<file path="src/rtl/display_scanner.sv">
// rtl/display_scanner.sv - four-digit multiplexed seven-segment display scanner
//
// Time-multiplexes four digit codes onto one set of seven segment drives plus a
// decimal point. Each digit slot lasts SCAN_DIV clocks. The first BLANK_CYCLES
// clocks of every slot are dark, to avoid ghosting. New data is captured into a
// shadow register by Update and is shown only from the next frame boundary.
//
// Ports:
//   Clock              sole clock, rising edge
//   Reset              asynchronous, active-high
//   D0..D3 [3:0]       digit codes (D0 rightmost)
//   DPSel  [3:0]       decimal-point enable, bit i belongs to Di
//   Update             strobe loading D0..D3/DPSel into the shadow register
//   SegA..SegG, DP     active-high segment and decimal-point drives
//   nDigit [3:0]       active-low one-hot digit enable, 4'b1111 = none
//   FrameDone          one-cycle pulse at the start of each frame
//
// Optional feature: define LEADING_ZERO_BLANK_EN to blank leading zeros on
// digits 3..1.
module display_scanner #(
  parameter int SCAN_DIV     = 1000,
  parameter int BLANK_CYCLES = 8
) (
  input  logic       Clock,
  input  logic       Reset,
  input  logic [3:0] D0,
  input  logic [3:0] D1,
  input  logic [3:0] D2,
  input  logic [3:0] D3,
  input  logic [3:0] DPSel,
  input  logic       Update,
  output logic       SegA,
  output logic       SegB,
  output logic       SegC,
  output logic       SegD,
  output logic       SegE,
  output logic       SegF,
  output logic       SegG,
  output logic       DP,
  output logic [3:0] nDigit,
  output logic       FrameDone
);

  localparam int PW = (SCAN_DIV > 2) ? $clog2(SCAN_DIV) : 1;
  localparam logic [PW-1:0] PRESC_LAST = PW'(SCAN_DIV - 1);
  localparam logic [PW-1:0] BLANK_END  = PW'(BLANK_CYCLES);

  logic [PW-1:0]   presc, nxt_presc;
  logic [1:0]      idx, nxt_idx;
  logic [3:0][3:0] sh_d, nxt_sh_d, act_d, nxt_act_d;
  logic [3:0]      sh_dp, nxt_sh_dp, act_dp, nxt_act_dp;

  logic [6:0]      seg_q, nxt_seg;
  logic            dp_q, nxt_dp;
  logic [3:0]      ndig_q, nxt_ndig;
  logic            fd_q;

  logic            wrap, boundary, in_blank, digit_off;
  logic [3:0]      lz;
  logic [3:0]      code;

  // Segment pattern packed as {A,B,C,D,E,F,G}.
  function automatic logic [6:0] seg_decode(input logic [3:0] c);
    case (c)
      4'h0:    seg_decode = 7'b1111110;
      4'h1:    seg_decode = 7'b0110000;
      4'h2:    seg_decode = 7'b1101101;
      4'h3:    seg_decode = 7'b1111001;
      4'h4:    seg_decode = 7'b0110011;
      4'h5:    seg_decode = 7'b1011011;
      4'h6:    seg_decode = 7'b1011111;
      4'h7:    seg_decode = 7'b1110000;
      4'h8:    seg_decode = 7'b1111111;
      4'h9:    seg_decode = 7'b1111011;
      4'hA:    seg_decode = 7'b0000001;
      default: seg_decode = 7'b0000000;
    endcase
  endfunction

  // The output registers are loaded from the *next* scan state so that they
  // line up with presc/idx in the same cycle instead of trailing by one.
  always_comb begin
    wrap       = (presc == PRESC_LAST);
    boundary   = wrap && (idx == 2'd3);
    nxt_presc  = wrap ? '0 : presc + 1'b1;
    nxt_idx    = wrap ? idx + 2'd1 : idx;

    nxt_sh_d   = Update ? {D3, D2, D1, D0} : sh_d;
    nxt_sh_dp  = Update ? DPSel : sh_dp;
    // Taking the post-Update shadow means a strobe on the boundary edge goes
    // straight through to the active register.
    nxt_act_d  = boundary ? nxt_sh_d  : act_d;
    nxt_act_dp = boundary ? nxt_sh_dp : act_dp;

`ifdef LEADING_ZERO_BLANK_EN
    lz[3] = (nxt_act_d[3] == 4'h0) && !nxt_act_dp[3];
    lz[2] = lz[3] && (nxt_act_d[2] == 4'h0) && !nxt_act_dp[2];
    lz[1] = lz[2] && (nxt_act_d[1] == 4'h0) && !nxt_act_dp[1];
    lz[0] = 1'b0;
`else
    lz    = 4'b0000;
`endif

    code      = nxt_act_d[nxt_idx];
    in_blank  = (nxt_presc < BLANK_END);
    digit_off = lz[nxt_idx];

    nxt_seg  = 7'b0000000;
    nxt_dp   = 1'b0;
    nxt_ndig = 4'b1111;
    if (!in_blank) begin
      nxt_ndig = ~(4'b0001 << nxt_idx);
      if (!digit_off) begin
        nxt_seg = seg_decode(code);
        nxt_dp  = nxt_act_dp[nxt_idx];
      end
    end
  end

  always_ff @(posedge Clock or posedge Reset) begin
    if (Reset) begin
      presc  <= '0;
      idx    <= 2'd0;
      sh_d   <= {4{4'hF}};
      act_d  <= {4{4'hF}};
      sh_dp  <= 4'b0000;
      act_dp <= 4'b0000;
      seg_q  <= 7'b0000000;
      dp_q   <= 1'b0;
      ndig_q <= 4'b1111;
      fd_q   <= 1'b0;
    end else begin
      presc  <= nxt_presc;
      idx    <= nxt_idx;
      sh_d   <= nxt_sh_d;
      act_d  <= nxt_act_d;
      sh_dp  <= nxt_sh_dp;
      act_dp <= nxt_act_dp;
      seg_q  <= nxt_seg;
      dp_q   <= nxt_dp;
      ndig_q <= nxt_ndig;
      // High in the idx 0 / presc 0 cycle that follows a boundary; never
      // after reset because no boundary edge has happened yet.
      fd_q   <= boundary;
    end
  end

  assign {SegA, SegB, SegC, SegD, SegE, SegF, SegG} = seg_q;
  assign DP        = dp_q;
  assign nDigit    = ndig_q;
  assign FrameDone = fd_q;

endmodule

</file>
<file path="config.mk">
export PLATFORM = sky130hd
export DESIGN_NAME = display_scanner
export DESIGN_NICKNAME = d
export VERILOG_FILES = /design/src/rtl/display_scanner.sv
export SDC_FILE = /design/constraint.sdc
export NUM_CORES = 1
export LEC_CHECK = 0
export BUFFER_PORTS_ARGS = -buffer_cell sky130_fd_sc_hd__buf_2
export CORE_MARGIN = 5
export CORE_UTILIZATION = 45
export DETAILED_ROUTE_END_ITERATION = 6
export GPL_ROUTABILITY_DRIVEN = 0
export HOLD_SLACK_MARGIN = 0.06
export SYNTH_ARGS = -nofsm -noshare
export SYNTH_HDL_FRONTEND = slang
export SYNTH_SLANG_ARGS = --single-unit
</file>
<file path="constraint.sdc">
create_clock -name Clock -period 3.8 [get_ports Clock]
set_input_delay 0.19 -clock Clock [delete_from_list [all_inputs] [get_ports Clock]]
set_output_delay 0.19 -clock Clock [all_outputs]
set_load 0.01 [all_outputs]
</file>
==> metrics list, run 1 <==
- Final setup TNS: 0 ns
- For this block, the routed nets add up to ~5.4 mm of wire.
- In the layout the commonest cells are mux2_2 (39), dfstp_2 (36), buf_2 (35).
- Hold path cells: 2
- In this run the mean area of a mapped cell was 13.25 µm².
- Nets in the synthesized netlist: 261
* Starting density of the core: 0.4557
* Wire length of the first global-routing pass: 9.356 mm
- The slowest stage of the critical path belongs to the cell mux4_2.
- Clock Sink Count: 65
- For the pin with the worst max-slew slack, the measured transition is 0.9998 ns.
- Total setup buffers inserted after CTS: 0
- Unrepaired setup endpoints after global routing: false
* Core Area: 0.006719 mm²
* CP arrival: 3.69 ns
- Sequential share of the synthesized area: 0.5460
* Total standard cell area after synthesis: 0.003062 mm²
- Power per standard cell area: 374.9 mW/mm²
- In this design, the stage delay of the slowest critical-path cell is around 0.54 ns.
- The number of hold-slack violations in the final timing report was 0.
* Max-Slew Margin vs Limit: 0.3328
- Share of async-settable or async-resettable flops after synthesis: 1.000
* Achievable Freq: ~290 MHz
- For this run, design rule violations remaining after detail routing come to 0.
* Primary FF master, synth: dfstp_2
* Period Utilization, post-route: 0.9044
- Die height: 92.49 µm
* Clock-pin transition on the worst setup and hold timing paths: approximately 0.070 ns
- Across all hold checks on the routed design, the worst slack comes to 0.09911 ns.
- The run finished with clean final reports.
- Req. time, crit path: approximately 4.1 ns
* Critical Path Fanout Max: 12
* Antenna-violating nets left: 0
* Via-to-Cell Ratio: 5.155
- Clock latency on the worst-skew pair, taken at its later pin, is 0.34 ns.
- All-Layer GR Usage: 0.1424
- Worst clock skew: 0.01023 ns
* Cells after Synth: 231
- Clock root buffer: clkbuf_8
* CP Launch Type: flop
- The number of antenna violations at the first check in global routing was 0.
- Routed wire length per instance: 14.93 µm
- The worst setup path is captured at a flop.
* DRC violation total after the first TritonRoute iteration: 60
- Setup violations remaining at the end of the flow were counted as 0.
- Number of cells traversed by the worst register-to-register path: 11
- Yosys printed 0 warnings.
- The worst hold path belongs to the class input port to flop.
- Distinct cell type count after synthesis: 49
* Synthesis-stage register bit count: 65
- After legalization and detailed placement, the total HPWL measured 3.859 mm.
* Final Max Slew Viols: 0
- Cell breakdown of the critical path: ha_1 -> nand4b_2 -> nor4_4 -> buf_4 -> mux2_2 -> mux4_2 -> inv_1 -> ha_1 -> inv_1 -> mux2_2 -> o21ai_0
* Number of nets in the finished design: 307
- Count of standard-cell rows: 30
- In the final layout, the share of cells above drive strength 1 is 0.5248.
* Total of buffers placed on input and output ports: 35
- Most common library cell in the layout ignoring fill and taps: mux2_2
- Number of maximum-capacitance constraint violations: 0
* Leak: approximately 1.6 nW
- Clock tree from TritonCTS: yes
* Overflow left after global routing: 0
* Worst vdd rail ir drop: 0.1883 mV
* Total vias in the final route: 1866
* Maximum number of pins on one net before global-route repair: 39
- CTS buffer count: 9
- Maximum root-to-sink buffer count: 2
- From synthesis to final layout, the design area changed by 16.06%.
- After the flow finishes, the layout carries non-filler instances totaling 362.
* Number of synthesized flops with an enable pin: 0
- The die covers 0.008553 mm².
- Count of inserted antenna diode cells: 0
- The pre-antenna-repair detailed-routing pass consisted of 4 iterations.
* Worst Path Class, Setup: flop to flop
* Die Span X: just over 90 µm
- Io pins: 36
- Fin crit period: 3.437 ns
* Placed Instances: approximately 350
- Vias in the first global route: 2003
- The H-tree was split into 3 levels.
cell usage after synthesis, types with 2 or more instances:
cell | number | area (µm²)
mux2_2 | 39 | 439.2
dfstp_2 | 36 | 945.9
dfrtp_1 | 29 | 725.7
nor2_1 | 14 | 52.55
inv_1 | 12 | 45.04
mux2i_1 | 9 | 90.09
and3_1 | 7 | 43.79
ha_1 | 7 | 87.58
nand2_1 | 7 | 26.28
a21oi_1 | 6 | 30.03
o21ai_0 | 6 | 30.03
clkbuf_1 | 5 | 18.77
nand3_1 | 5 | 25.02
xor2_1 | 5 | 43.79
xnor2_1 | 3 | 26.28
buf_2 | 2 | 10.01
mux2_4 | 2 | 30.03
mux2i_4 | 2 | 45.04
mux4_2 | 2 | 45.04
nand4_1 | 2 | 12.51
o21a_1 | 2 | 15.01
o21ai_1 | 2 | 10.01
state kept, by name (all words and copies together) (netlist names):
signal,cells
DP,1
FrameDone,1
act_d,16
act_dp,4
idx,2
nDigit,4
presc,10
seg_q,7
sh_d,16
sh_dp,4
metal layers:
layer	track usage	vias up	share of wire
li1	-	908	-
met1	0.1785	922	0.45
met2	0.2205	27	0.49
met3	0.04630	9	0.035
met4	0.07178	0	0.020
met5	0	-	0
layout make-up:
cell class | count | area, µm²
clock buffer | 14 | 172.7
clock inverter | 2 | 12.51
fill | 576 | 3166
inverter | 14 | 55.05
multi-input combinational | 144 | 1304
sequential | 65 | 1672
tap | 80 | 100.1
timing repair buffer | 43 | 237.7
where the power goes:
group          total, mW  switching [mW]  internal [mW]  leakage [nW]
sequential         0.731         0.00449          0.726         0.720
clock              0.541           0.251          0.290        0.0927
combinational     0.0602          0.0310         0.0292         0.813
total               1.33           0.287           1.05          1.63
worst paths after layout:
check / endpoint / slack (ns) / from
max: seg_q[3]$_DFF_PP0_ / 0.36 / presc[0]$_DFF_PP0_
min: sh_d[1]$_DFF_PP1_ / 0.1 / D0[1]
max reg2reg: seg_q[3]$_DFF_PP0_ / 0.36 / presc[0]$_DFF_PP0_
min reg2reg: presc[0]$_DFF_PP0_ / 0.48 / presc[0]$_DFF_PP0_
max in group asynchronous: sh_d[6]$_DFF_PP1_ / 2.37 / Reset
min in group asynchronous: sh_dp[3]$_DFF_PP0_ / 0.54 / Reset
worst max-delay path, delay by kind of cell (launching register included):
family / cells / cell delay, ns
muxes: 3 / 1.15
and+or+nand+nor: 2 / 0.75
buffers and inverters: 3 / 0.53
adders and majority gates: 2 / 0.40
DFF: 1 / 0.38
AOI/OAI and AO/OA: 1 / 0.13
cells by family after synthesis:
| family | after synthesis | synth area share |
|---|---|---|
| compound gates | 28 | 0.05886 |
| simple gates | 45 | 0.08664 |
| buf+inv | 22 | 0.03106 |
| xor+xnor | 9 | 0.02820 |
| fa+ha+maj | 7 | 0.02861 |
| flops | 65 | 0.5460 |
| mux | 55 | 0.2207 |
metrics by stage:
stage | utilization | power [mW] | setup WS (ns) | instance area (µm²)
2_1_floorplan | - | 0.7805 | 0.6407 | 3062
3_3_place_gp | 0.4998 | 0.8023 | 0.4321 | 3358
3_5_place_dp | 0.4998 | 0.8043 | 0.3495 | 3358
4_1_cts | 0.5289 | 1.353 | 0.3180 | 3553
5_1_grt | 0.5289 | 1.395 | 0.07085 | 3553
6_report | 0.5289 | 1.332 | 0.3633 | 3553
what timing repair did:
action | CTS | global route
hold buffers | 1 | 0
resized for setup | 0 | 0
endpoints found under the hold margin | 27 | 0
Power figures use the tool's default switching activity.
==> run 2: changes to the inputs <==
--- a/config.mk
+++ b/config.mk
@@ -5,6 +5,7 @@
 export SDC_FILE = /design/constraint.sdc
 export NUM_CORES = 1
 export LEC_CHECK = 0
+export ABC_AREA = 1
 export BUFFER_PORTS_ARGS = -buffer_cell sky130_fd_sc_hd__buf_2
 export CORE_MARGIN = 5
 export CORE_UTILIZATION = 45
==> metrics list, run 2 <==
* Placed Instances: 497 (+44%)
- The post-place setup slack was 1.012 ns (+0.6627 ns).
- The final net count was 443 (+44%).
- In the layout the commonest cells are nand2_1 (164), dfstp_2 (36), buf_2 (35).
- Layout cell share with drive strength beyond 1: 0.3158 (-0.2090)
* Die height: 94.04 µm (+1.7%)
- The actual slew at the worst max-slew pin came to 0.8492 ns (-0.1506 ns).
* Clock tree from TritonCTS: yes
* Power per standard cell area: 372.1 mW/mm² (-0.75%)
- The HPWL after detailed placement came to 4.248 mm (+10%).
- The number of clock sinks seen by CTS is 65 (unchanged).
* Primary FF master, synth: dfstp_2
* Final Max Slew Viols: 0 (unchanged)
- Max-Slew Margin vs Limit: 0.4330 (+0.1003)
- The run finished with clean final reports.
* DRC violation total after the first TritonRoute iteration: 66 (+10%)
- Sequential share of the synthesized area: 0.5260 (-0.01999)
- Die area: 0.008843 mm² (+3.4%)
- The peak supply drop came to 0.1584 mV (-16%).
* DRC errors left: 0 (unchanged)
* Kind of capture point of the worst setup path: flop
- Type of the tightest min-delay check: input port to flop
* Unrepaired setup endpoints after global routing: false
* Overflow left after global routing: 0 (unchanged)
* Maximum root-to-sink buffer count: 2 (unchanged)
- Total standard cell area after synthesis: 0.003178 mm² (+3.8%)
- Fin crit period: 2.774 ns (-0.6628 ns)
* Total vias in the final route: 2320 (+24%)
- Number of maximum-capacitance constraint violations: 0 (unchanged)
- The all-layer global routing usage is 0.1527 (+0.01031).
- The first-pass iteration count of the detailed router was 4 (unchanged).
- M2 GR Usage: 0.2389 (+0.01837)
- The number of endpoints failing setup at the final stage came to 0 (unchanged).
- Global routing met1 resource utilization: 0.2011 (+0.02267)
- The number of library cell types mapped by synthesis came to 25 (-49%).
* Critical path startpoint: presc[0]$_DFF_PP0_
* Starting density of the core: 0.4652 (+0.009522)
- Wire length of the first global-routing pass: 10.52 mm (+12%)
- Ranked by total cell area, the synthesized netlist is headed by dfstp_2 (30%), dfrtp_1 (23%), nand2_1 (19%).
- The final core utilization was 0.5306 (+0.001722).
- Capturing instance or port of the critical path: seg_q[3]$_DFF_PP0_
- Share of async-settable or async-resettable flops after synthesis: 1.000 (unchanged)
- Clock-pin transition on the worst setup and hold timing paths: 0.07 ns (about the same)
- Req. time, crit path: 4.03 ns (-0.02 ns)
- The die width came to 94.04 µm (+1.7%).
* Clock latency on the worst-skew pair: 0.34 ns (about the same)
- Worst R2R Start: presc[0]$_DFF_PP0_
- The number of hold-slack violations in the final timing report was 0 (unchanged).
* Worst Path Class, Setup: flop to flop
- Synth-to-layout area growth: 14.06%
- The cell depth of the worst flop-to-flop path came to 17 (+6).
- The non-filler instance count after layout was 514 (+42%).
- The worst hold slack across all endpoints is 0.06906 ns (-0.03005 ns).
- In this run the critical register-to-register path is captured at seg_q[3]$_DFF_PP0_.
- Number of warnings reported in the yosys synthesis log: 0 (unchanged)
- The achievable clock frequency is 360.5 MHz (+24%).
* Io pins: 36 (unchanged)
- Period Utilization, post-route: 0.7300 (-0.1744)
- By count the netlist is led by nand2_1 (164), dfstp_2 (36), dfrtp_1 (29), inv_1 (29), nor2_1 (21).
* Worst R2R Setup Slack: 1.03 ns (+0.66 ns)
- The net count after synthesis is 403 (+54%).
* Top Registers: act_d x16, sh_d x16, presc x10
- The fraction of synthesized cell area taken by the top area cell type was 0.2976 (-0.01131).
- The library cell used most frequently in the layout, excluding fill and tap cells, is nand2_1.
- dfstp_2 takes more of the synthesized area than any other cell.
- Fraction of met3 tracks used by global routing: 0.02804 (-0.01826)
- The mean routed wirelength per cell was 11.68 µm (-22%).
* Aggregate routed wire length: 6.005 mm (+11%)
- The total CTS buffers came to 9 (unchanged).
- CP arrival: 3.01 ns (-0.68 ns)
- Synthesis-stage register bit count: 65 (unchanged)
- Total of buffers placed on input and output ports: 35 (unchanged)
* Core Area: 0.006832 mm² (+1.7%)
- Antenna violations before repair: 0 (unchanged)
* Critical Path Fanout Max: 19 (+7)
- The synthesized area per cell is 8.520 µm² (-36%).
- The global routing stage identified its most utilized layer as met2.
* Count of inserted antenna diode cells: 0 (unchanged)
- The worst-case clock skew came to 0.009104 ns (-0.001123 ns).
- The count of antenna-violating nets left after detailed routing is 0 (unchanged).
- The via count of the first global-routing pass is 2260 (+13%).
* Via-to-Cell Ratio: 4.514 (-12%)
* H-tree levels: 3 (unchanged)
- CTS placed an instance of clkbuf_8 at the clock tree root.
- Number of synthesized flops with an enable pin: 0 (unchanged)
- The total negative slack was 0 ns (unchanged).
- The leakage component of the power came to 1.878 nW (+15%).
- Cells after Synth: 373 (+61%)
- Maximum number of pins on one net before global-route repair: 43 (+10%)
- Most instantiated library cell after synthesis: nand2_1
* Setup slack of the critical path after layout: 1.026 ns (+0.6628 ns)
* CP Launch Type: flop
- Count of standard-cell rows: 30 (unchanged)
==> run 2: cell types whose count changed after synthesis, sizes merged, moves of 4 or more <==
| cell | previous run | this run |
|---|---|---|
| a21oi | 6 | 0 |
| and3 | 7 | 0 |
| inv | 14 | 34 |
| mux2 | 41 | 0 |
| mux2i | 11 | 0 |
| nand2 | 7 | 186 |
| nand3 | 6 | 19 |
| nand4 | 2 | 7 |
| nor2 | 14 | 36 |
| o21ai | 8 | 2 |
| xnor2 | 4 | 0 |
| xor2 | 5 | 1 |
==> run 2: cell type report <==
cell class | count | area, µm²
Clock buffer | 14 | 183.9
Clock inverter | 2 | 10.01
Fill cell | 671 | 3207
Inverter | 34 | 130.1
Multi-Input combinational cell | 266 | 1316
Sequential cell | 65 | 1672
Tap cell | 96 | 120.1
Timing Repair Buffer | 37 | 192.7
==> run 2: routing by layer <==
layer | vias up | share of wire
met1 | 1066 | 0.47
met3 | 12 | 0.032
met5 | - | 0
met2 | 26 | 0.48
met4 | 0 | 0.023
li1 | 1216 | -
==> run 2: stage by stage <==
stage | area, µm² | power, mW
global route | 3625 | 1.409
global placement | 3421 | 0.7957
floorplan | 3178 | 0.7730
CTS | 3625 | 1.369
finish | 3625 | 1.349
detailed placement | 3421 | 0.7966
==> run 2: power by group <==
group / switching [mW] / internal, mW / leakage (nW)
sequential: 0.00413 / 0.722 / 0.736
clock: 0.254 / 0.311 / 0.102
combinational: 0.0392 / 0.0181 / 1.04
==> run 2: kinds of logic (layout without fill, tap and decap cells) <==
logic type / Yosys count / after routing / synth area share
AND/OR/NAND/NOR: 251 / 251 / 0.3689
flip-flops: 65 / 65 / 0.5260
buffers and inverters: 42 / 87 / 0.05984
adder cells (fa/ha/maj): 7 / 7 / 0.02756
AO/OA/AOI/OAI: 7 / 7 / 0.01496
XOR/XNOR: 1 / 1 / 0.002756
==> run 2: worst max-delay path, cell delays in order, from the launching register on <==
cell	delay, ns
dfrtp_1	0.40
ha_1	0.21
nand2_2	0.09
nor2_4	0.30
nand3_4	0.27
inv_4	0.26
nand2_1	0.08
nand2_1	0.09
nand2_1	0.05
nand2_1	0.06
nand2_1	0.04
nand2_1	0.13
inv_1	0.10
ha_1	0.29
inv_1	0.06
nor2_2	0.05
nor2_1	0.13
nor2_2	0.05
==> run 2: how the worst min path moves through the flow <==
stage / start / endpoint / cells past startpoint
finish: D2[3] / sh_d[11]$_DFF_PP1_ / 3
global route: D2[1] / sh_d[9]$_DFF_PP1_ / 3
CTS: D3[1] / sh_d[13]$_DFF_PP1_ / 3
detailed placement: Reset / idx[0]$_DFF_PP0_ / 2
global placement: Reset / presc[2]$_DFF_PP0_ / 2
floorplan: D2[3] / sh_d[11]$_DFF_PP1_ / 2
==> run 2: what timing repair did <==
action	CTS	global route
hold endpoints to repair	22	0
buffers inserted	0	0
hold buffers	1	0
resized for setup	0	0
